--- src/rtl/pir_alert_sequencer.sv ---
// pir_alert_sequencer: qualifies PIR motion and sequences frame-locked alert colours onto the VGA pixel path
module pir_alert_sequencer #(
  parameter int WARMUP_FRAMES = 120,
  parameter int QUAL_CYCLES   = 1024,
  parameter int HOLD_FRAMES   = 180,
  parameter int BLINK_FRAMES  = 15
) (
  input  logic       clk,
  input  logic       rst,
  input  logic       Motion_detected,
  input  logic       frame_start,
  input  logic       display_on,
  output logic [1:0] state,
  output logic       alert_active,
  output logic [3:0] vgaRed,
  output logic [3:0] vgaGreen,
  output logic [3:0] vgaBlue
);
  localparam logic [1:0] WARMUP = 2'd0;
  localparam logic [1:0] IDLE   = 2'd1;
  localparam logic [1:0] ALERT  = 2'd2;
  localparam logic [1:0] HOLD   = 2'd3;
  localparam int WW = $clog2(WARMUP_FRAMES + 1);
  localparam int QW = $clog2(QUAL_CYCLES + 1);
  localparam int HW = $clog2(HOLD_FRAMES + 1);
  localparam int BW = $clog2(BLINK_FRAMES + 1);
  localparam logic [WW-1:0] WARM_LAST  = WW'(WARMUP_FRAMES - 1);
  localparam logic [QW-1:0] QUAL_FULL  = QW'(QUAL_CYCLES);
  localparam logic [HW-1:0] HOLD_LAST  = HW'(HOLD_FRAMES - 1);
  localparam logic [BW-1:0] BLINK_LAST = BW'(BLINK_FRAMES - 1);
  logic [1:0]    sync_q;
  logic [QW-1:0] qual_cnt;
  logic          qualified;
  logic          motion_seen;
  logic [WW-1:0] warm_cnt, warm_nxt;
  logic [HW-1:0] hold_cnt, hold_nxt;
  logic [BW-1:0] blink_cnt, blink_nxt;
  logic          phase, phase_nxt;
  logic [1:0]    state_nxt;
  logic [11:0]   rgb_nxt;
  assign qualified = (qual_cnt == QUAL_FULL);
  // two-flop synchroniser, then a saturating run-length qualifier that any low sample clears
  always_ff @(posedge clk or posedge rst)
    if (rst) begin
      sync_q   <= '0;
      qual_cnt <= '0;
    end else begin
      sync_q   <= {sync_q[0], Motion_detected};
      qual_cnt <= !sync_q[1] ? '0 : qualified ? qual_cnt : qual_cnt + QW'(1);
    end
  // sticky motion flag; a qualification on the frame_start clock survives the clear
  always_ff @(posedge clk or posedge rst)
    if (rst) motion_seen <= 1'b0;
    else     motion_seen <= qualified | (motion_seen & ~frame_start);
  // frame-locked next-state logic; only frame_start clocks advance anything
  always_comb begin
    state_nxt = state;
    warm_nxt  = warm_cnt;
    hold_nxt  = hold_cnt;
    blink_nxt = blink_cnt;
    phase_nxt = phase;
    if (frame_start)
      case (state)
        WARMUP: if (warm_cnt == WARM_LAST) state_nxt = IDLE;
                else warm_nxt = warm_cnt + WW'(1);
        IDLE: if (motion_seen) begin
                state_nxt = ALERT;
                blink_nxt = '0;
                phase_nxt = 1'b1;
              end
        ALERT: if (!motion_seen) begin
                 state_nxt = HOLD;
                 hold_nxt  = '0;
               end else begin
                 blink_nxt = (blink_cnt == BLINK_LAST) ? '0 : blink_cnt + BW'(1);
                 phase_nxt = (blink_cnt == BLINK_LAST) ? ~phase : phase;
               end
        HOLD: if (motion_seen) begin
                state_nxt = ALERT;
                blink_nxt = '0;
                phase_nxt = 1'b1;
              end else if (hold_cnt == HOLD_LAST) state_nxt = IDLE;
              else hold_nxt = hold_cnt + HW'(1);
      endcase
  end
  // FSM state, counters and the alert flag registered together so they share timing
  always_ff @(posedge clk or posedge rst)
    if (rst) begin
      state        <= WARMUP;
      alert_active <= 1'b0;
      warm_cnt     <= '0;
      hold_cnt     <= '0;
      blink_cnt    <= '0;
      phase        <= 1'b1;
    end else begin
      state        <= state_nxt;
      alert_active <= state_nxt[1];
      warm_cnt     <= warm_nxt;
      hold_cnt     <= hold_nxt;
      blink_cnt    <= blink_nxt;
      phase        <= phase;
      phase        <= phase_nxt;
    end
  // colour chosen from the current state; blanked outside active video
  always_comb
    rgb_nxt = !display_on    ? 12'h000 :
              state == WARMUP ? 12'h008 :
              state == IDLE   ? 12'h0F0 :
              state == ALERT  ? (phase ? 12'hF00 : 12'h000) :
                                12'hF80;
  // one-clock registered pixel stage; sync outputs are delayed externally to match
  always_ff @(posedge clk or posedge rst)
    if (rst) {vgaRed, vgaGreen, vgaBlue} <= '0;
    else     {vgaRed, vgaGreen, vgaBlue} <= rgb_nxt;
endmodule

--- config.mk ---
export PLATFORM = sky130hd
export DESIGN_NAME = pir_alert_sequencer
export DESIGN_NICKNAME = d
export VERILOG_FILES = /design/src/rtl/pir_alert_sequencer.sv
export SDC_FILE = /design/constraint.sdc
export NUM_CORES = 1
export LEC_CHECK = 0
export CORE_MARGIN = 10
export CORE_UTILIZATION = 60
export CTS_BUF_LIST = sky130_fd_sc_hd__clkbuf_16
export CTS_CLUSTER_DIAMETER = 150
export DETAILED_ROUTE_END_ITERATION = 8
export PLACE_DENSITY = 0.91
export SKIP_LAST_GASP = 1
export SLEW_MARGIN = 20
export SYNTH_ARGS = -nofsm -noshare
export SYNTH_HDL_FRONTEND = slang
export SYNTH_SLANG_ARGS = --single-unit
--- constraint.sdc ---
create_clock -name clk -period 3.1 [get_ports clk]
set_input_delay 0.62 -clock clk [delete_from_list [all_inputs] [get_ports clk]]
set_output_delay 0.62 -clock clk [all_outputs]
set_load 0.05 [all_outputs]
Yosys cells after proc, flatten, opt, wreduce, memory -nomap -nowiden
Index checks and enable logic that the tools add are counted.
- multiplexer cells: 25
- bitwise logic cells: 5
- equality and inequality tests: 17
- $add $sub $neg: 4
- reductions and logical operators: 9
- operators with widths (kind ; count):
    $mux 12 ; 5
    $mux 8 ; 3
    $mux 11 ; 2
    $ne 2x2->1 const B ; 8
    $pmux 8 s2 ; 1
    $reduce_and 5->1 ; 3
    $mux 4 ; 3
    $add 11x1->11 const B ; 1
    $eq 11x11->1 const B ; 1
    $mux 2 ; 5
    $add 8x1->8 const B ; 1
    $eq 8x8->1 const B ; 1
    $pmux 2 s4 ; 1
    $pmux 4 s2 ; 1
    $add 7x1->7 const B ; 1
    $eq 7x7->1 const B ; 1
    $add 4x1->4 const B ; 1
    $eq 2x2->1 const B ; 2
    $eq 4x4->1 const B ; 1
    $reduce_and 4->1 ; 1
    $reduce_bool 2->1 ; 2
    $mux 1 ; 3
    $ne 3x3->1 const B ; 1
    $not 1->1 ; 3
    other kinds (8) ; 8
- logic and storage cells: 72
- register bits after elaboration: 48
- bits of input ports: 5

Depth between registers and ports, before layout
- depth after elaboration: 5
- gate-level depth with buffers: 6
- depth with buffers taken out: 5

Worst setup path after synthesis
No wires, ideal clock.
- path kind: register to register
- start: register state[1]
- end: register hold_cnt[0]
- data required time: 2.974 ns
- period minus slack after synthesis: 1.588 ns
- cell stages (with the launch flop): 5
- arrival: 1.462 ns
- path slack: 1.512 ns
- setup time: 0.126 ns
- cell sequence: dfrtp_1 -> buf_4 -> nand3b_1 -> buf_4 -> a221o_1
- cells in the longest elaborated chain, start to end: 3
- elaborated cells on any way between the ends: 8
- ends and longest elaborated chain (element ; RTL line ; text):
    from (decl) ; 13 ; output logic [1:0] state,
    from (signal assigned) ; 96 ; state <= state_nxt;
    $eq 2x2->1 ; 63 ; case (state)
    $ne 2x2->1 (no source line) or $reduce_bool 2->1 (tied branches) ; n/a ;
    $reduce_and 5->1 (no source line) ; n/a ;
    to (signal assigned) ; 99 ; hold_cnt <= hold_nxt;
    to (decl) ; 36 ; logic [HW-1:0] hold_cnt, hold_nxt;
Several ways; a longest one is shown, not always the timed one.
A chain may end at the register's enable or synchronous reset.

Worst setup path in the final report
- start: register state[1]
- end: output port state[1]
No word-level cell between the ends.

==> results list <==
* Compound-Gate Fraction of Synth Area: a little under an eighth
* Number of optimization iterations in the first detailed-route pass: 4
* Clk Tree Root Cell: sky130_fd_sc_hd__clkbuf_16
- The die covers just over 6000 um^2.
* Commonest cells after routing, fill and taps aside: sky130_fd_sc_hd__dfrtp_1, sky130_fd_sc_hd__nand2_1, sky130_fd_sc_hd__o21ai_0, sky130_fd_sc_hd__clkdlybuf4s50_1, sky130_fd_sc_hd__nand3_1
* Maximum frequency from static timing analysis: roughly 420 MHz
- A synthesized cell averages slightly below 10 um^2.
- Counting every sink on the clock net gives 40.
- Counting flops and latches in the post-synthesis netlist gives 40.
- In the routed design, unresolved DRC markers number 0.
- For this run, the total global-route usage over all layers was measured as between 10% and 20%.
- Crit end category: output pin
* Arithmetic-cell share of the synthesized area counting full adders, half adders and majority gates: 3.61%
- The final layout contains routed wiring with a total length of 4190 um.
- Top-level port count: 20
- For this configuration, the core starts out at a cell density of between 60% and 70%.
* Count of endpoints failing hold in the final timing report: 0
* Crit path max-delay cell type: sky130_fd_sc_hd__clkdlybuf4s50_1
- Maximum number of pins on one net before global-route repair: 41
* Number of cells produced by synthesis: ~210
- Dominant synthesized flop cell: sky130_fd_sc_hd__dfrtp_1
- In the routed layout, each cell is associated on average with a via count of about 5.8.
- For this run, the slowest stage of the critical path takes between 0.8 and 0.9 ns.
* Minimum setup slack after placement: approximately 0.77 ns
- Maximum vdd ir drop: ~0.36 mV
* Net switching share of the total power: 23.5%
- Unique cell type count in the Yosys netlist: between 40 and 50
- The final count of pins violating max slew came to 0.
* Final count of negative-setup-slack endpoints: 0
- Cells with a size suffix above 1 make up just over 7% of the layout.
- In this run the vertical extent of the chip is 78.9 um.
- Buffers placed on the I/O ports in this run total 16.
- Clock tree synthesis inserted a total of 5 buffers.
- Power spent charging and discharging nets: 0.000310 W
- Cell internal power was estimated by the tool at 0.00101 W.
* Area growth, synth to finish: 14.1%
* Grt ovf: 0
- Flop pwr share: 47.0%
- After synthesis, the share of cell area in mux cells is 1.50%.
- Worst-case setup margin in the final layout: 0.718 ns
- Number of nets in the finished design: roughly 240
* Row count: 21
- Number of max-capacitance violations reported: 0
- Final cycle utilization of the critical path: about three quarters
- Logic pwr share: approximately 9.0%
* Total power per unit cell area: 555 nW/um^2
- Final sum of negative setup slack: 0 ns
- Summing the areas of all xor and xnor instances in the mapped netlist gives under 10% of the synthesized area.
- After synthesis, the largest family of logic cells by area is simple AND/OR/NAND/NOR gates.
- Final Power: approximately 0.0013 W
- Max_slew headroom: between 60% and 70%
* Synth Cell Area: roughly 2100 um^2
* Wire length of the first global-routing pass: about 7200 um
- The number of global-route vias before repair was about 1500.
* Cell chain of the critical path: clkdlybuf4s50_1
- Simple-gate share of the synthesized area: between 20% and 30%
* Inserted Diodes: 0
- Initial antenna violation count: 0
* Standard cell core area: between 3000 and 4000 um^2
- Routed len/inst: between 15 and 20 um
* Sum of buffers and inverters on the critical path: 1
- Maximum fanout along the worst path: 12
- Count of synthesis-stage warnings from yosys: 0
- Setup repair after global routing left no endpoint under its margin.
- Total via count in the routed design: approximately 1600
- For the pin with the worst max-slew slack, the measured transition is 0.522 ns.
- Routability-driven placement finished with a final weighted congestion of a little under 0.8.
- Share of power burned in the clock network: 44.0%
* Outcome: finished, final reports clean
* Clock slew at the register clock pins of the worst setup and hold paths: 0.06 ns
- For the worst-skew pair, the clock arrives at the later sink with an insertion delay of ~0.29 ns.
* Detailed placer's ending HPWL: roughly 3000 um
- Maximum clock insertion buffer count: 2
- TritonCTS clock tree: built
* Number of enable flip-flop cells after synthesis: 0
- In this run the worst hold path is classified as reg -> reg.
* Remaining antenna violation count after routing: 0
* Share of synthesized registers carrying an async set or reset: 100%
- Largest delay contributor family on the critical path: buffers and inverters
* Critical path type: reg -> out
- The floorplan step set the die width to 78.9 um.
- Between clock sinks in the finished design, the worst skew comes to 0.00806 ns.
* Worst endpoint required time: ~2.5 ns
* Post-CTS setup repair buffer count: 0
- Leak: about 1.1 nW
* Post-cts repair resize count: 0
- The number of hold buffers added after CTS was 0.
- Data on the critical path arrives at its endpoint at approximately 1.8 ns.
- The H-tree generated during clock tree synthesis spans 2 levels.
* CP Launch Type: flip-flop
- Sequential elements use 48.2% of the synthesized area.
- For this block, the initial DRC count from the detailed router was around 150.
- The worst path needs 2.38 ns of the cycle, external delays included.
* Fillers: approximately 240
* Most frequent standard cell in the layout excluding fill and tap cells: sky130_fd_sc_hd__dfrtp_1
==> layer usage <==
metal | wire length (um) | vias up | track usage, %
met4 | 80 | 0 | 6.27
met2 | 2070 | 45 | 23.1
met1 | 1790 | 761 | 16.3
met5 | 0 | - | 0
li1 | - | 754 | -
met3 | 253 | 11 | 5.63
==> state kept, by name, summed over array words and instances, names as in the netlist <==
signal / cells
vgaGreen: 2
warm_cnt: 7
phase: 1
vgaBlue: 1
hold_cnt: 8
qual_cnt: 11
sync_q: 2
blink_cnt: 4
motion_seen: 1
vgaRed: 1
state: 2
==> power by group through the flow <==
| stage | Sequential (W) | Clock, W | Combinational [W] |
|---|---|---|---|
| 2_1_floorplan | 0.000616 | 0 | 0.000101 |
| 3_3_place_gp | 0.000626 | 0 | 0.000116 |
| 3_5_place_dp | 0.000629 | 0 | 0.000120 |
| 4_1_cts | 0.000620 | 0.000582 | 0.000121 |
| 5_1_grt | 0.000627 | 0.000608 | 0.000138 |
| 6_report | 0.000620 | 0.000580 | 0.000119 |
==> logic make-up after synthesis <==
logic type      Yosys count
simple gates             87
flops                    40
compound gates           37
buf+inv                  27
xor+xnor                 11
fa+ha+maj                 6
mux                       3
other cells               1
==> per-stage QoR <==
stage	utilization [%]	std cells	hold slack (ns)	area, um^2
global placement	66.1	263	0.333	2210
floorplan	-	214	0.331	2090
CTS	71.1	271	0.356	2370
detailed placement	66.1	263	0.343	2210
finish	71.1	271	0.361	2370
global route	71.1	271	0.364	2370
==> final timing paths <==
| path | startpoint | endpoint | slack [ns] | cells past startpoint |
|---|---|---|---|---|
| setup / recovery | state[1] | state[1] | 0.72 | 1 |
| hold / removal | sync_q[0] | sync_q[1] | 0.36 | 0 |
| setup reg to reg | state[1] | hold_cnt[2] | 1.39 | 4 |
| hold reg to reg | sync_q[0] | sync_q[1] | 0.36 | 0 |
| max in group asynchronous | rst | phase | 1.97 | 3 |
| min in group asynchronous | rst | hold_cnt[7] | 0.77 | 3 |
==> synth_stat cells (2+ instances only) <==
cell type | count | area [um^2]
sky130_fd_sc_hd__inv_1 | 12 | 45.0
sky130_fd_sc_hd__a21oi_1 | 2 | 10.0
sky130_fd_sc_hd__buf_4 | 11 | 82.6
sky130_fd_sc_hd__nand4_1 | 5 | 31.3
sky130_fd_sc_hd__ha_1 | 6 | 75.1
sky130_fd_sc_hd__nor2b_1 | 2 | 12.5
sky130_fd_sc_hd__xor2_1 | 5 | 43.8
sky130_fd_sc_hd__xnor2_1 | 6 | 52.6
sky130_fd_sc_hd__and2_1 | 10 | 62.6
sky130_fd_sc_hd__o31ai_1 | 2 | 15.0
sky130_fd_sc_hd__mux2i_1 | 2 | 20.0
sky130_fd_sc_hd__nand2_1 | 23 | 86.3
sky130_fd_sc_hd__nor4_1 | 5 | 31.3
sky130_fd_sc_hd__a21boi_0 | 4 | 30.0
sky130_fd_sc_hd__clkbuf_1 | 2 | 7.51
sky130_fd_sc_hd__nor3_1 | 5 | 25.0
sky130_fd_sc_hd__a21o_1 | 3 | 22.5
sky130_fd_sc_hd__nand3b_1 | 3 | 22.5
sky130_fd_sc_hd__or3_1 | 2 | 12.5
sky130_fd_sc_hd__nand3_1 | 14 | 70.1
sky130_fd_sc_hd__nor2_1 | 8 | 30.0
sky130_fd_sc_hd__o21ai_0 | 16 | 80.1
sky130_fd_sc_hd__dfrtp_1 | 39 | 976
==> layout make-up <==
cell class                 count  area, um^2  area share, %
sequential                    40        1000           42.2
multi-input combinational    147         926           39.0
timing repair buffer          18         175           7.38
clock buffer                   5         125           5.27
tap                           46        57.6           2.42
inverter                      12        45.0           1.90
clock inverter                 3        42.5           1.79
Power figures use the tool's default switching activity.
==> RTL change 1, RTL diff (same flow settings) <==
Put a register stage on the output `vgaRed`, without a reset. The value now appears one clock later. The other outputs are not delayed to match.
--- a/src/rtl/pir_alert_sequencer.sv
+++ b/src/rtl/pir_alert_sequencer.sv
@@ -30,2 +30,4 @@
   localparam logic [BW-1:0] BLINK_LAST = BW'(BLINK_FRAMES - 1);
+
+  logic [3:0] vgaRed_d;
   logic [1:0]    sync_q;
@@ -112,4 +114,8 @@
   always_ff @(posedge clk or posedge rst)
-    if (rst) {vgaRed, vgaGreen, vgaBlue} <= '0;
-    else     {vgaRed, vgaGreen, vgaBlue} <= rgb_nxt;
+    if (rst) {vgaRed_d, vgaGreen, vgaBlue} <= '0;
+    else     {vgaRed_d, vgaGreen, vgaBlue} <= rgb_nxt;
+  always_ff @(posedge clk) begin
+    vgaRed <= vgaRed_d;
+  end
+
 endmodule
Check against the original RTL: same outputs for any inputs over 10 cycles, from zero or initial values and one cycle with rst high; that may be too few to reach the edited logic, so the function may still have changed.
==> RTL change 1 against the unedited design <==
Core utilization fell by 0.18 points; wire length fell by 3.4%; sequential share of layout area rose by 0.28 points; final area increased by 1.3%; clock skew decreased by 0.0058 ns; worst hold slack worse by 0.015 ns; worst setup slack got worse by 0.036 ns; sequential cell count is 1 higher; via count rose by 4.1%; area after synthesis increased by 2.6%; power is 4.6% lower; count of clock-buffer cells in the layout did not move; critical path type unchanged; largest cell class unchanged.
==> RTL change 1: results (changes against the unedited design) <==
Placed design
The HPWL after detailed placement is 2.76 mm (-7.2%). The number of placed instances with taps included is 268 (+1.9%). The area after detailed placement came to 0.00227 mm^2 (+3.0%). The final RePlAce weighted congestion is 0.847 (+7.7%).

The number of buffers added on ports came to 16 (unchanged). The worst setup slack before clock tree synthesis came to 0.685 ns (-0.0861 ns).

Critical path
The cell family contributing the most delay on the critical path is buffers and inverters. The worst path arrival time is 1.80 ns (+0.04 ns). The critical-path maximum fanout was 15 (+3). The delay contributed by the slowest stage of the critical path is 0.90 ns.

Clock tree
The number of sinks on the clock net is 41 (+2.5%). The count of instances resized after the clock tree is built is 0 (unchanged). The clock tree buffer depth came to 2 (unchanged). The H-tree depth is 2 (unchanged). The root buffer selected by CTS is clkbuf_16.

Finish
The ratio of cells with drive above 1 in the final layout is 0.0655 (-0.00561). The layout buffer count excluding clock buffers is 18 (unchanged). The inverter count of the layout excluding clock inverters is 8 (-4). The layout filler cell count came to 238 (-2.1%). The number of clock-tree buffers in the layout is 5 (unchanged). The non-clock buffer contribution to total cell area is 0.0728 (-0.000960). The final antenna diode count is 0 (unchanged).

The multi-input logic portion of the cell area came to 0.411 (+0.0204). The largest registers in the layout are qual_cnt: 11 flops, hold_cnt: 8 flops, warm_cnt: 7 flops. The sequential portion of the cell area is 0.425 (+0.00283). The final net count is 240 (+2.1%). The fraction of area in clock buffers and inverters is 0.0552 (-0.0155).

The layout multi-input combinational cell count is 155 (+5.4%). The area taken by multi-input logic gates is 987 um^2 (+6.6%).

GRT
The combined global-route utilization of all metal layers came to 0.135 (-0.00725). The via count of the first global-routing pass is 1,572 (+2.4%). The number of antenna violations at the first check in global routing came to 0 (unchanged).

The first-pass GRT wire length was 6.92 mm (-4.0%).

Synth
The fraction of registers with async set or reset after synthesis is 0.976 (-0.0244). The netlist area before placement is 0.00214 mm^2 (+2.6%). Counting instances in the post-synthesis netlist gives the leading cell types as 39 x dfrtp_1, 32 x nand2_1, 12 x nand3_1.

The fraction of the yosys area taken by sequential cells came to 0.479 (-0.00304). The number of different library cells in the post-synthesis netlist is 54 (+13%). The synthesized instance count came to 219 (+3.3%). For this run, the leading register cell type out of synthesis is dfrtp_1. Sorting the synthesized cells by area gives the leading types as dfrtp_1 46%, nand2_1 5.6%, buf_4 3.5%, ha_1 3.5%, nand3_1 2.8%.

Route
The first-pass detailed-route iteration total came to 6 (+2). The wire length on met1 is 1.80 mm (+0.90%). The DRC violation total after the first TritonRoute iteration is 200 (+30%). The total wire length is 4.05 mm (-3.4%).

The routed wirelength normalized by instance count was 14.7 um (-4.8%). The routed length on met2 came to 1.97 mm (-4.8%). The post-detailed-route via-to-cell ratio is 5.95 (+2.6%). The met3 wire length is 224 um (-11%).

Status
The flow ran to the end, and the final reports show no timing, DRC or antenna violations.

STA
The worst clock skew was 0.00228 ns (-0.00578 ns). The measured slew at the worst slew-check pin is 0.501 ns (-0.0213 ns).

Power
The maximum VDD drop is 0.392 mV (+9.5%). The net load switching power is 0.319 mW (+2.9%). The static leakage is 1.03 nW (-2.2%).
-- RTL change 1: cell count changes after synthesis, sizes merged, moves of 3 or more --
| cell | delta |
|---|---|
| nand2 | +9 |
| a21oi | +8 |
| and2 | -8 |
| o21ai | -7 |
| xnor2 | -5 |
| inv | -4 |
| nand4 | +4 |
| nor3 | -4 |
| or4 | +4 |
| a21boi | -3 |
| clkbuf | +3 |
-- RTL change 1: final timing paths --
kind	from	to	slack, ns	cells after the start
max in group asynchronous	rst	phase	1.97	3
worst min register to register	vgaRed_d[2]	vgaRed[2]	0.35	0
min in group asynchronous	rst	qual_cnt[0]	0.77	3
worst max register to register	state[1]	hold_cnt[6]	1.31	3
worst max-delay path	state[1]	state[1]	0.68	1
worst min-delay path	vgaRed_d[2]	vgaRed[2]	0.35	0
-- RTL change 1: cells by family (layout without fill, tap and decap cells) --
kind of cell / after synthesis / count (layout) / share of synthesized area
and+or+nand+nor: 96 / 96 / 0.255
AOI/OAI and AO/OA: 41 / 41 / 0.127
DFF: 41 / 41 / 0.479
buffers and inverters: 25 / 33 / 0.0627
adders and majority gates: 6 / 6 / 0.0351
xor gates and xnor gates: 6 / 6 / 0.0246
muxes: 3 / 3 / 0.0146
other: 1 / 3 / 0.00176
-- RTL change 1: power by group through the flow --
stage	registers (mW)	clock network, mW	logic [mW]
2_1_floorplan	0.632	0	0.119
3_3_place_gp	0.638	0	0.139
3_5_place_dp	0.640	0	0.146
4_1_cts	0.632	0.491	0.146
5_1_grt	0.641	0.512	0.165
6_report	0.634	0.481	0.143
-- RTL change 1: routing by layer --
metal / vias up / track usage
met1: 800 / 0.160
met4: 0 / 0.0448
met5: - / 0
met3: 6 / 0.0439
li1: 796 / -
met2: 34 / 0.225
==> RTL change 2, RTL diff (same flow settings) <==
Without the edit above. `WARMUP_FRAMES`: 120 -> 180.
--- a/src/rtl/pir_alert_sequencer.sv
+++ b/src/rtl/pir_alert_sequencer.sv
@@ -2,3 +2,3 @@
 module pir_alert_sequencer #(
-  parameter int WARMUP_FRAMES = 120,
+  parameter int WARMUP_FRAMES = 180,
   parameter int QUAL_CYCLES   = 1024,
Formal check against the unedited RTL: no difference found for any inputs over 10 cycles, from zero or initial values and one cycle with rst high; that may be too few to reach the edited logic, so the function may still have changed.
==> RTL change 2 against the unedited design <==
Sequential cell count is 1 higher; wire length grew 2.3%; worst setup slack got worse by 0.14 ns; power down 4.3%; maximum frequency shrank 5.4%; area after synthesis rose by 2.5%; die area increased by 1.8%; clock skew down 0.0018 ns; final area grew 1.8%; critical endpoint is now state[0]; largest cell class unchanged.
==> RTL change 2: results (changes against the unedited design) <==
Status
The flow ran to the end, and the final reports show no timing, DRC or antenna violations.

Critical path
The delay contributed by the slowest stage of the critical path came to 0.91 ns (+0.02 ns). The worst path arrival time is 1.90 ns (+0.14 ns). The critical-path maximum fanout is 19 (+7). The launch point of the worst path is state[0].

Placed design
The worst setup slack before clock tree synthesis is 0.734 ns (-0.0370 ns). The area after detailed placement is 0.00228 mm^2 (+3.2%). The final RePlAce weighted congestion was 0.845 (+7.4%). The HPWL after detailed placement is 2.96 mm (-0.39%). The number of placed instances with taps included is 264 (+0.38%).

GRT
The via count of the first global-routing pass came to 1,648 (+7.4%). The pin count of the biggest net entering global routing is 42 (+2.4%). The first-pass GRT wire length is 7.40 mm (+2.7%). The combined global-route utilization of all metal layers came to 0.142 (about the same).

Route
The post-detailed-route via-to-cell ratio is 6.13 (+5.7%). The DRC violation total after the first TritonRoute iteration is 152 (-1.3%). The routed wirelength normalized by instance count is 15.8 um (+2.0%). The routed via count is 1,667 (+6.1%).

Clock tree
The post-CTS repair timing setup buffer count is 0 (unchanged). The CTS buffer count is 5 (unchanged). The clock tree buffer depth is 2 (unchanged). The clock insertion delay at the later pin of the skew report is 0.28 ns. The clock transition at the register clock pins on the worst setup and hold paths after CTS came to 0.06 ns (about the same).

In this run the clock root is driven by a clkbuf_16. The H-tree depth is 2 (unchanged).

STA
The normalized max-slew margin is 0.617 (-0.0339). The worst clock skew was 0.00624 ns (-0.00181 ns).

Synth
Ranked by instance count, the synthesized netlist is headed by 40 x dfrtp_1, 21 x nand2_1, 14 x o21ai_0. The synthesized instance count is 213 (+0.47%). The number of different library cells in the post-synthesis netlist is 50 (+4.2%). In the post-synthesis netlist, the biggest area contributors are dfrtp_1 47%, nand2_1 3.7%, buf_4 3.5%, ha_1 3.5%, o21ai_0 3.3%. The fraction of the yosys area taken by sequential cells is 0.482 (about the same). The fraction of registers with async set or reset after synthesis was 1.00 (unchanged).

Finish
The largest registers in the layout are qual_cnt: 11 flops, hold_cnt: 8 flops, warm_cnt: 8 flops. The ratio of cells with drive above 1 in the final layout is 0.0752 (+0.00411). The final net count is 236 (+0.43%). The final antenna diode count is 0 (unchanged). The layout filler cell count is 235 (-3.3%).

Worst hold path
The worst hold-check path type is reg -> reg. In this run the most critical hold path is launched from sync_q[0].

Power
The static leakage was 1.09 nW (+4.0%). The maximum VDD drop was 0.361 mV (+0.77%).
RTL change 2: layout make-up:
class	count	area, um^2	share of cell area
inverter	13	48.8	0.0202
clock buffer	5	125	0.0518
tap	46	57.6	0.0238
timing repair buffer	18	175	0.0725
sequential	41	1030	0.425
multi-input combinational	146	968	0.401
clock inverter	3	13.8	0.00570
RTL change 2: routing by layer:
metal  share of wire  up-vias  GRT usage
li1                -      789          -
met1            0.44      817      0.168
met2            0.48       50      0.231
met3           0.061       11     0.0473
met4           0.019        0     0.0591
met5               0        -          0
RTL change 2: final timing paths:
kind | end | slack [ns] | cells past startpoint
max in group asynchronous | blink_cnt[2] | 1.97 | 3
min in group asynchronous | qual_cnt[3] | 0.76 | 3
worst min-delay path | sync_q[1] | 0.35 | 0
worst min register to register | sync_q[1] | 0.35 | 0
worst max register to register | hold_cnt[7] | 1.30 | 4
worst max-delay path | state[0] | 0.58 | 1
RTL change 2: power breakdown:
part | internal, mW | total (mW) | switching (mW) | leakage (nW)
Clock | 0.292 | 0.490 | 0.198 | 0.0748
Combinational | 0.0628 | 0.130 | 0.0669 | 0.488
Sequential | 0.584 | 0.642 | 0.0572 | 0.532
RTL change 2: kinds of logic (layout without fill, tap and decap cells):
kind of cell / after synthesis / after routing / synth area share
AND/OR/NAND/NOR: 81 / 81 / 0.228
flip-flops: 41 / 41 / 0.482
XOR/XNOR: 8 / 8 / 0.0329
adder cells (fa/ha/maj): 6 / 6 / 0.0352
multiplexers: 5 / 5 / 0.0241
AO/OA/AOI/OAI: 43 / 43 / 0.129
other: 1 / 3 / 0.00176
buffers and inverters: 28 / 39 / 0.0675
